## src/rtl/if_fetch_stage.sv

```systemverilog
// rtl/if_fetch_stage.sv - instruction-fetch control stage with IF/ID register
//
// Sits after the PC register: issues imem fetches at pc_if, computes the next
// PC, and owns the IF/ID pipeline register plus a 1-entry hold buffer used
// when ID stalls while a fetch returns.
//
// Ports:
//   clk, rst_n          clock, asynchronous active-low reset
//   pc_if               current PC from the PC register
//   pc_next, pc_ce      D and write enable for the PC register
//   imem_req/addr       fetch request and address (address is pc_if)
//   imem_ready/rdata    fetch response (variable latency)
//   id_stall            ID cannot accept a new instruction
//   redirect/_pc        taken branch/jump from ID and its target
//   ifid_pc/pc4/inst    IF/ID register contents
//   ifid_valid          IF/ID holds a real instruction
module if_fetch_stage #(
  parameter logic [31:0] NOP_INST = 32'h00000000,
  parameter int unsigned PC_STEP  = 4
) (
  input  logic        clk,
  input  logic        rst_n,
  input  logic [31:0] pc_if,
  output logic [31:0] pc_next,
  output logic        pc_ce,
  output logic        imem_req,
  output logic [31:0] imem_addr,
  input  logic        imem_ready,
  input  logic [31:0] imem_rdata,
  input  logic        id_stall,
  input  logic        redirect,
  input  logic [31:0] redirect_pc,
  output logic [31:0] ifid_pc,
  output logic [31:0] ifid_pc4,
  output logic [31:0] ifid_inst,
  output logic        ifid_valid
);

  localparam logic [31:0] STEP = 32'(PC_STEP);

  // REQ/WAIT: fetch outstanding at pc_if; HOLD: data parked, waiting for ID;
  // DROP: a fetch issued before a redirect is still in flight and is discarded.
  typedef enum logic [1:0] {
    S_REQ  = 2'd0,
    S_WAIT = 2'd1,
    S_HOLD = 2'd2,
    S_DROP = 2'd3
  } state_t;

  state_t      state, state_nx;
  logic [31:0] hold_q;
  logic [31:0] pc_seq;
  logic        req_c, ce_c;
  logic        load_c;     // write a real instruction into IF/ID
  logic        capture_c;  // park imem_rdata in the hold buffer
  logic        bubble_c;   // ID drained it and nothing arrived: invalidate
  logic        flush_c;

  assign pc_seq    = pc_if + STEP;  // 32-bit modulo, wraps past 0xFFFFFFFC
  assign pc_next   = redirect ? redirect_pc : pc_seq;
  assign imem_addr = pc_if;
  // Request and PC enable are forced low for the whole reset assertion.
  assign imem_req  = req_c & rst_n;
  assign pc_ce     = ce_c & rst_n;

  always_comb begin
    state_nx  = state;
    req_c     = 1'b0;
    ce_c      = 1'b0;
    load_c    = 1'b0;
    capture_c = 1'b0;
    bubble_c  = 1'b0;
    flush_c   = 1'b0;

    case (state)
      S_REQ, S_WAIT: begin
        req_c = 1'b1;
        if (!redirect) begin
          if (imem_ready) begin
            if (!id_stall) begin
              load_c   = 1'b1;
              ce_c     = 1'b1;
              state_nx = S_REQ;
            end else begin
              capture_c = 1'b1;
              state_nx  = S_HOLD;
            end
          end else begin
            state_nx = S_WAIT;
            bubble_c = !id_stall;
          end
        end
      end
      S_HOLD: begin
        // imem_ready here has no outstanding request behind it; ignored.
        if (!redirect && !id_stall) begin
          load_c   = 1'b1;
          ce_c     = 1'b1;
          state_nx = S_REQ;
        end
      end
      S_DROP: begin
        if (!redirect && imem_ready) state_nx = S_REQ;
      end
      default: state_nx = S_REQ;
    endcase

    // Redirect overrides everything above: flush IF/ID and steer the PC.
    if (redirect) begin
      ce_c    = 1'b1;
      flush_c = 1'b1;
      case (state)
        S_HOLD:  state_nx = S_REQ;
        default: state_nx = imem_ready ? S_REQ : S_DROP;
      endcase
    end
  end

  always_ff @(posedge clk or negedge rst_n) begin
    if (!rst_n) begin
      state      <= S_REQ;
      hold_q     <= 32'h0;
      ifid_pc    <= 32'h0;
      ifid_pc4   <= 32'h0;
      ifid_inst  <= NOP_INST;
      ifid_valid <= 1'b0;
    end else begin
      state <= state_nx;
      if (flush_c) begin
        ifid_inst  <= NOP_INST;
        ifid_valid <= 1'b0;
        hold_q     <= 32'h0;
      end else if (load_c) begin
        ifid_pc    <= pc_if;
        ifid_pc4   <= pc_seq;
        ifid_inst  <= (state == S_HOLD) ? hold_q : imem_rdata;
        ifid_valid <= 1'b1;
      end else begin
        if (capture_c) hold_q <= imem_rdata;
        if (bubble_c) ifid_valid <= 1'b0;
      end
    end
  end

endmodule

```

## config.mk

```make
export PLATFORM = sky130hd
export DESIGN_NAME = if_fetch_stage
export DESIGN_NICKNAME = d
export VERILOG_FILES = /design/src/rtl/if_fetch_stage.sv
export SDC_FILE = /design/constraint.sdc
export NUM_CORES = 1
export LEC_CHECK = 0
export CORE_MARGIN = 1.5
export CORE_UTILIZATION = 35
export CTS_BUF_LIST = sky130_fd_sc_hd__clkbuf_8
export CTS_CLUSTER_DIAMETER = 150
export CTS_CLUSTER_SIZE = 8
export DETAILED_ROUTE_END_ITERATION = 10
export PLACE_DENSITY = 0.8
export SETUP_SLACK_MARGIN = 0.05
export SLEW_MARGIN = 15
export SYNTH_ARGS = -nofsm -noshare
export SYNTH_HDL_FRONTEND = slang
export SYNTH_SLANG_ARGS = --single-unit
```

## constraint.sdc

```tcl
create_clock -name clk -period 1.8 [get_ports clk]
set_input_delay 0.36 -clock clk [delete_from_list [all_inputs] [get_ports clk]]
set_output_delay 0.36 -clock clk [all_outputs]
set_load 0.01 [all_outputs]
```

==> results of run 1 <==
flip-flops by register name (all words and copies together), names as in the netlist:
| signal | cells |
|---|---|
| ifid_pc4 | 30 |
| hold_q | 32 |
| state | 2 |
| ifid_pc | 32 |
| ifid_inst | 32 |
| ifid_valid | 1 |
power by group through the flow:
stage	Clock, mW	Combinational, mW	Sequential, mW
2_1_floorplan	0	0.942	3.92
3_3_place_gp	0	2.92	3.70
3_5_place_dp	0	2.98	3.72
4_1_cts	2.51	2.98	3.67
5_1_grt	2.64	3.21	3.73
6_report	2.45	3.02	3.68
Yosys cell counts (all sizes together):
cell	n	area, um^2
a21o	1	7.51
a21oi	2	13.8
a22o	32	280
a311oi	32	280
a31oi	1	6.26
and2	2	12.5
and3	3	18.8
and4	5	43.8
buf	49	337
clkbuf	23	86.3
dfrtp	129	3230
ha	1	12.5
inv	5	18.8
mux2	88	991
mux2i	1	10.0
nand2	81	304
nand2b	4	25.0
nand3	12	60.1
nand4	6	52.6
nor2	41	154
nor2b	1	6.26
nor3	13	86.3
nor4	2	12.5
o21a	1	7.51
o21ai	7	35.0
xnor2	13	114
xor2	15	131
critical path, stage by stage:
cell and delay [ns]:
buf_2 0.09, and4_4 0.25, nand4_4 0.14, buf_12 0.18, buf_6 0.11, nor3_2 0.22
xor2_1 0.30, mux2_4 0.21, buf_2 0.14
how the worst max path moves through the flow:
stage	startpoint	to	slack [ns]
floorplan	pc_if[7]	pc_next[31]	-0.04
global placement	pc_if[13]	pc_next[29]	-1.26
detailed placement	pc_if[3]	pc_next[27]	-1.29
CTS	pc_if[4]	pc_next[22]	-0.46
global route	pc_if[11]	pc_next[30]	-0.60
finish	pc_if[11]	pc_next[30]	-0.56
logic make-up after synthesis:
group	after synthesis
buf+inv	77
mux	89
compound gates	76
flops	129
fa+ha+maj	1
simple gates	170
xor+xnor	28
stage by stage:
stage | power, mW | instances | setup TNS [ns]
floorplan | 4.86 | 570 | -0.219
global placement | 6.61 | 1068 | -57.13
detailed placement | 6.70 | 1068 | -60.92
CTS | 9.16 | 1125 | -7.36
global route | 9.59 | 1140 | -8.61
finish | 9.15 | 1140 | -7.62
per-layer routing:
layer	GRT usage [%]	wire length (um)	vias up	part of all wire [%]
li1	-	-	2632	-
met5	0	0	-	0
met2	36.8	11500	261	52
met4	8.01	512	0	2.3
met1	25.4	8660	2901	39
met3	6.25	1650	44	7.4
final cells by class:
class	instances	area share, %
inverter	5	0.174
tap	229	2.65
timing repair buffer	383	34.7
clock inverter	9	0.856
sequential	129	29.9
multi-input combinational	364	29.1
clock buffer	21	2.67
placed cells by master (no fill, tap or decap), drive strengths merged, types with 7 or more instances in the layout:
cell type,Yosys,final
a311oi,32,32
clkbuf,23,23
nand3,12,12
a22o,32,32
dfrtp,129,129
mux2,88,88
dlymetal6s2s,0,42
nand2,81,81
nor3,13,13
inv,5,9
clkdlybuf4s50,0,138
buf,49,171
nor2,41,41
dlygate4sd2,0,28
xnor2,13,13
o21ai,7,7
xor2,15,15
timing repair:
| item | 4_1_cts | 5_1_grt |
|---|---|---|
| cloned | 0 | 1 |
| endpoints found under the setup margin | 114 | 118 |
| pin swaps | 50 | 25 |
| setup buffers | 27 | 15 |
| resized for setup | 332 | 87 |
==> results, run 1 <==
- The run finished, with violations left.
- The final reports fail on negative setup slack.
- The core area is 17,800 um^2.
- In this run, the number of DRC markers left after iteration 0 of detailed routing was 295.
- At the end of the flow the core is filled with cells to 60.6%.
- Entering global routing, the biggest net connects 69 pins.
- The share of total power dissipated in sequential elements is 40.2%.
- The final critical-path required period is 2.36 ns.
- The deepest level of the CTS H-tree is 4.
- The initial antenna violation count was 0.
- The number of nets handed over by synthesis was 672.
- The post-synthesis instance area is 6330 um^2.
- The routed design has 22.3 mm of wire.
- In the final layout, the share of cells above drive strength 1 is 38.3%.
- The initial utilization of the core area, before any placement, comes to 35.5%.
- For the worst setup path, the data required time is 1.44 ns.
- Headroom to the max-slew limit came out at 42.1%.
- The worst setup path is of the in2out kind.
- Input and output buffers added on the ports amount to 263.
- The tool flagged a number of max-cap violations equal to 0.
- The die width is 138 um.
- Clock-pin slew was measured on the worst setup and hold paths at 0.07 ns.
- The routed layout has 5,838 vias.
- Yosys printed 0 warnings.
- The overall die area is 18,900 um^2.
- After the last flow step, the layout net total stands at 1,002.
- The count of cell types in the netlist is 34.
- The aggregate global routing overflow is 0.
- The mean routed wirelength per cell is 19.6 um.
- The xor and xnor fraction of the mapped netlist area is 3.87%.
- The sequential cell area is 3230 um^2.
- Final hold analysis gives a worst-case slack of 0.133 ns.
- The area of the multi-input gates is 3150 um^2.
- The number of failing hold endpoints at the final stage came to 0.
- The switching component of the power is 2.69 mW.
- The number of hold buffers added after CTS was 0.
- The simple logic cell fraction of the synthesized area is 12.2%.
- Setup repair after global routing could not meet its margin everywhere.
- The maximum fanout along the worst path is 7.
- The sequential share of the synthesized area is 51.0%.
- Setup slack on the critical path of the routed design comes to -0.563 ns.
- The complex-gate fraction of the synthesized area is 9.95%.
- The number of antenna diodes in the final layout is 0.
- The number of buffers added by the clock tree synthesis step is 17.
- Setup violations remaining at the end of the flow were counted as 25.
- The arithmetic-cell share of the synthesized area counting full adders, half adders and majority gates is 0.198%.
- The floorplan row count is 49.
- The HPWL after detailed placement is 14.3 mm.
- Data arrives at the worst endpoint at 2.00 ns.
- The clock passes through at most 2 buffers.
- In this run the critical register-to-register path is launched from state[1].
- Multiplexer cells account for 15.8% of the synthesized area.
- The cell area reported after detailed placement is 9590 um^2.
- The transition time of the tightest slew-check pin is 0.868 ns.
- The layout overhead on the synthesized area is 70.7%.
- The synthesized netlist cell count is 570.
- The leakage power is 5.38 nW.
- The final number of max-transition violations was 0.
- The class of the tightest hold or removal check is in2async.
- The critical path startpoint category is an input pin.
- With fillers left out, the area of the finished cells amounts to 10,800 um^2.
- The register-to-register path setup slack is 0.11 ns.
- The number of iterations in the first detailed-routing pass is 4.
- For the worst flop-to-flop path, the logic depth is 7.
- In this run the power density over the cells is 846 nW/um^2.
- The die outline height is 138 um.
- The first global-routing pass estimated 30.7 mm of wire.
- The antenna violation net count after detailed routing is 0.
- At the end of routability-driven placement, the weighted congestion stood at 0.831.
- Each instance of the synthesized netlist takes up on average 11.1 um^2.
- For this run, design rule violations remaining after detail routing come to 0.
- After synthesis, the largest family of logic cells by area is multiplexers.
- At the placement stage, the worst setup path has a slack of -1.29 ns.
- The fraction of power spent switching nets is 29.4%.
- The maximum achievable frequency is 423 MHz.
- For this design the top-level I/O count stands at 264.
- The final clock period utilization by the worst path is 131%.
- The clock sink count is 129.
- The internal portion of total power is 6.46 mW.
- The via count of the first global-routing pass was 5,794.
- In the routed layout, each cell is associated on average with a via count of 5.12.
- Between clock sinks in the finished design, the worst skew comes to 0.0102 ns.
- The filler cells instantiated in the layout total 1,339.
- TritonCTS built the clock tree.
- The peak supply drop is 0.489 mV.
- The end of the worst register-to-register path is ifid_pc4[15].
- Global routing consumed, over all layers together, 21.4% of the routing resources.
- Combinational logic is responsible for 33.0% of the overall power.
- For the worst-skew pair, the clock arrives at the later sink with an insertion delay of 0.44 ns.
- After synthesis the netlist holds a flip-flop and latch count of 129.
- The part of the total power dissipated in the clock network is 26.8%.
- STA classifies the critical path endpoint as an output port.
- The clock root buffer master is clkbuf_8.
(Power assumes the default switching activity.)
==> run 2, diff against run 1 <==
Settings changed: CTS_BUF_LIST sky130_fd_sc_hd__clkbuf_8 to unset, CTS_CLUSTER_SIZE 8 to unset.
==> run 2 against run 1 <==
  * The run still ends with negative setup slack left
  * Power rose by 12%
  * Register-to-register slack barely moved
  * Count of clock-buffer cells in the layout rose by 4
  * Clock power rose by 38%
  * Design area rose by 2.1%
  * Hold slack improved by 0.012 ns
==> results, run 2 (same netlist as run 1, synthesis figures left out) <==
- The clock sink count is 129 (unchanged).
- The final total negative setup slack came to -7.60 ns (was -7.62 ns).
- Largest registers ranked by flip-flop count: hold_q x32, ifid_inst x32, ifid_pc x32 (unchanged).
- The power per cell area is 926 nW/um^2 (was 846 nW/um^2).
- The clock root buffer master is clkbuf_16 (was clkbuf_8).
- The final clock period utilization by the worst path came to 126% (was 131%).
- The final net count was 1,003 (was 1,002).
- The post-route worst hold slack came to 0.146 ns (was 0.133 ns).
- The critical path startpoint category was an input pin (unchanged).
- The setup violation total in the final timing report came to 25 (unchanged).
- The data required time of the worst path is 1.44 ns (about the same).
- The TritonCTS clock tree is built (unchanged).
- The internal portion of total power is 7.39 mW (was 6.46 mW).
- Setup repair after global routing missed its margin: yes (unchanged).
- The cell area reported after detailed placement is 9590 um^2 (unchanged).
- Violated checks: negative setup slack (unchanged).
- The detail-routed via count per cell is 5.18 (was 5.12).
- The worst slew margin relative to its limit was 40.9% (was 42.1%).
- The part of the total power dissipated in the clock network was 33.1% (was 26.8%).
- The number of diodes added for antenna fixing is 0 (unchanged).
- The maximum fanout along the worst path was 7 (unchanged).
- The transition time of the tightest slew-check pin is 0.887 ns (was 0.868 ns).
- The count of routing violations after the opening detailed-route iteration was 285 (was 295).
- The all-layer global routing usage is 21.6% (was 21.4%).
- The die width is 138 um (unchanged).
- The peak supply drop is 0.649 mV (was 0.489 mV).
- The count of boundary I/O pins is 264 (unchanged).
- The post-route non-filler standard cell count is 1,141 (was 1,140).
- The core area is 17,800 um^2 (unchanged).
- The mean routed wirelength per cell is 19.7 um (was 19.6 um).
- The combinational power share is 30.6% (was 33.0%).
- The wire length of the first global-routing pass is 31.0 mm (was 30.7 mm).
- The clock latency on the worst-skew pair is 0.41 ns (was 0.44 ns).
- The number of buffers added by the clock tree synthesis step came to 17 (unchanged).
- The via count is 5,911 (was 5,838).
- The maximum number of pins on one net before global-route repair is 69 (unchanged).
- The post-layout total power came to 10.2 mW (was 9.15 mW).
- The data arrival time of the critical path is 1.91 ns (was 2.00 ns).
- The floorplan row count is 49 (unchanged).
- The aggregate global routing overflow came to 0 (unchanged).
- The amount of wire on met2 after detailed routing is 11.3 mm (was 11.5 mm).
- The clock transition time at the flip-flop clock pins of the worst setup and hold paths is 0.06 ns (was 0.07 ns).
- The kind of end point of the critical path was an output port (unchanged).
- The initial antenna violation count came to 0 (unchanged).
- The overall die area was 18,900 um^2 (unchanged).
- The switching component of the power is 2.83 mW (was 2.69 mW).
- The most frequent standard cell in the layout excluding fill and tap cells is clkdlybuf4s50_1 (unchanged).
- The class of the tightest hold or removal check is in2async (unchanged).
- The sum of routed wire segments on met1 is 8.66 mm (about the same).
- The aggregate routed wire length was 22.5 mm (was 22.3 mm).
- The post-route cell area is 11,000 um^2 (was 10,800 um^2).
- The kind of critical path is in2out (unchanged).
- The number of failing hold endpoints at the final stage is 0 (unchanged).
- Result of the run: complete, but fails checks (unchanged).
- The via count of the first global-routing pass came to 5,848 (was 5,794).
- The maximum achievable frequency is 440 MHz (was 423 MHz).
- The final weighted congestion in routability-driven placement is 0.831 (unchanged).
- The final critical-path required period is 2.27 ns (was 2.36 ns).
- The final number of max-transition violations is 0 (unchanged).
- The starting density of the core is 35.5% (unchanged).
- The deepest level of the CTS H-tree is 4 (unchanged).
- The die outline height is 138 um (unchanged).
- The antenna violation net count after detailed routing is 0 (unchanged).
- The fraction of layout cells with a size suffix above 1 is 39.0% (was 38.3%).
- The placed cell count was 1,068 (unchanged).
- The number of remaining DRC errors is 0 (unchanged).
- The fraction of power spent switching nets is 27.7% (was 29.4%).
- The uppermost layer routed was met4 (unchanged).
- The count of input and output buffers is 263 (unchanged).
- The number of iterations in the first detailed-routing pass came to 4 (unchanged).
- The setup slack after layout is -0.474 ns (was -0.563 ns).
- The number of buffers inserted for hold repair after clock tree synthesis is 0 (unchanged).
- The total of max-cap violations is 0 (unchanged).
- Top library cells by usage in the layout, fill and taps aside: clkdlybuf4s50_1, dfrtp_1, buf_4 (unchanged).
- The sequential cell fraction of total power is 36.2% (was 40.2%).
- The largest buffer count on any clock path is 2 (unchanged).
- The worst reg-to-reg path cell count is 7 (unchanged).
- The HPWL after detailed placement is 14.3 mm (unchanged).
- The maximum clock skew at final layout came to 0.00706 ns (was 0.0102 ns).
- The routed length on met3 came to 1.77 mm (was 1.65 mm).
- The layout overhead on the synthesized area is 74.3% (was 70.7%).
- The leakage power was 5.02 nW (was 5.38 nW).
## run 2: cell count changes in the layout (fill, tap and decap cells not counted), sizes merged
| cell | previous run | this run |
|---|---|---|
| inv | 9 | 5 |
| clkbuf | 23 | 27 |
| dlygate4sd2 | 28 | 13 |
| dlymetal6s2s | 42 | 3 |
| buf | 171 | 172 |
| clkdlybuf4s50 | 138 | 192 |
## run 2: layout make-up
| cell class | instances | area, um^2 |
|---|---|---|
| multi-input combinational | 364 | 3220 |
| tap | 229 | 287 |
| timing repair buffer | 384 | 3720 |
| inverter | 5 | 18.8 |
| sequential | 129 | 3230 |
| clock buffer | 25 | 495 |
| clock inverter | 5 | 77.6 |
| fill | 1303 | 6800 |
## run 2: critical path, stage by stage
cell	delay (ns)
buf_6	0.07
and4_4	0.26
nand4_4	0.17
buf_12	0.18
buf_6	0.12
nor3_4	0.18
xor2_2	0.14
mux2_4	0.29
buf_2	0.15
## run 2: timing repair
action / 4_1_cts / 5_1_grt
gates resized for setup: 316 / 67
pin swaps: 49 / 32
buffers inserted: 29 / 14
cloned: 0 / 1
setup endpoints to repair: 103 / 92
## run 2: per-stage QoR
stage | setup slack [ns] | utilization, %
after detailed placement | -1.29 | 53.7
after floorplan | -0.0416 | -
final | -0.474 | 61.9
after global routing | -0.505 | 61.9
after CTS | -0.462 | 59.4
after global placement | -1.26 | 53.7
## run 2: routing by layer
layer  GRT usage, %  vias up
li1               -     2644
met1           25.7     2957
met2           36.9      255
met3           5.92       55
met4           8.54        0
met5              0        -
## run 2: final timing paths
kind	slack, ns	start	endpoint
hold reg to reg	0.49	ifid_pc[8]	ifid_pc[8]
min in group clk	0.24	pc_if[2]	ifid_pc4[2]
setup / recovery	-0.47	pc_if[10]	pc_next[30]
setup reg to reg	0.11	state[1]	ifid_pc4[8]
hold / removal	0.15	rst_n	state[0]
max in group asynchronous	1.04	rst_n	ifid_pc[25]
## run 2: power groups by stage
stage / registers, mW / logic [mW] / clock network (mW)
after global routing: 3.75 / 3.33 / 3.58
after global placement: 3.70 / 2.92 / 0
after detailed placement: 3.72 / 2.98 / 0
final: 3.70 / 3.13 / 3.39
after floorplan: 3.92 / 0.942 / 0
after CTS: 3.68 / 3.03 / 3.46
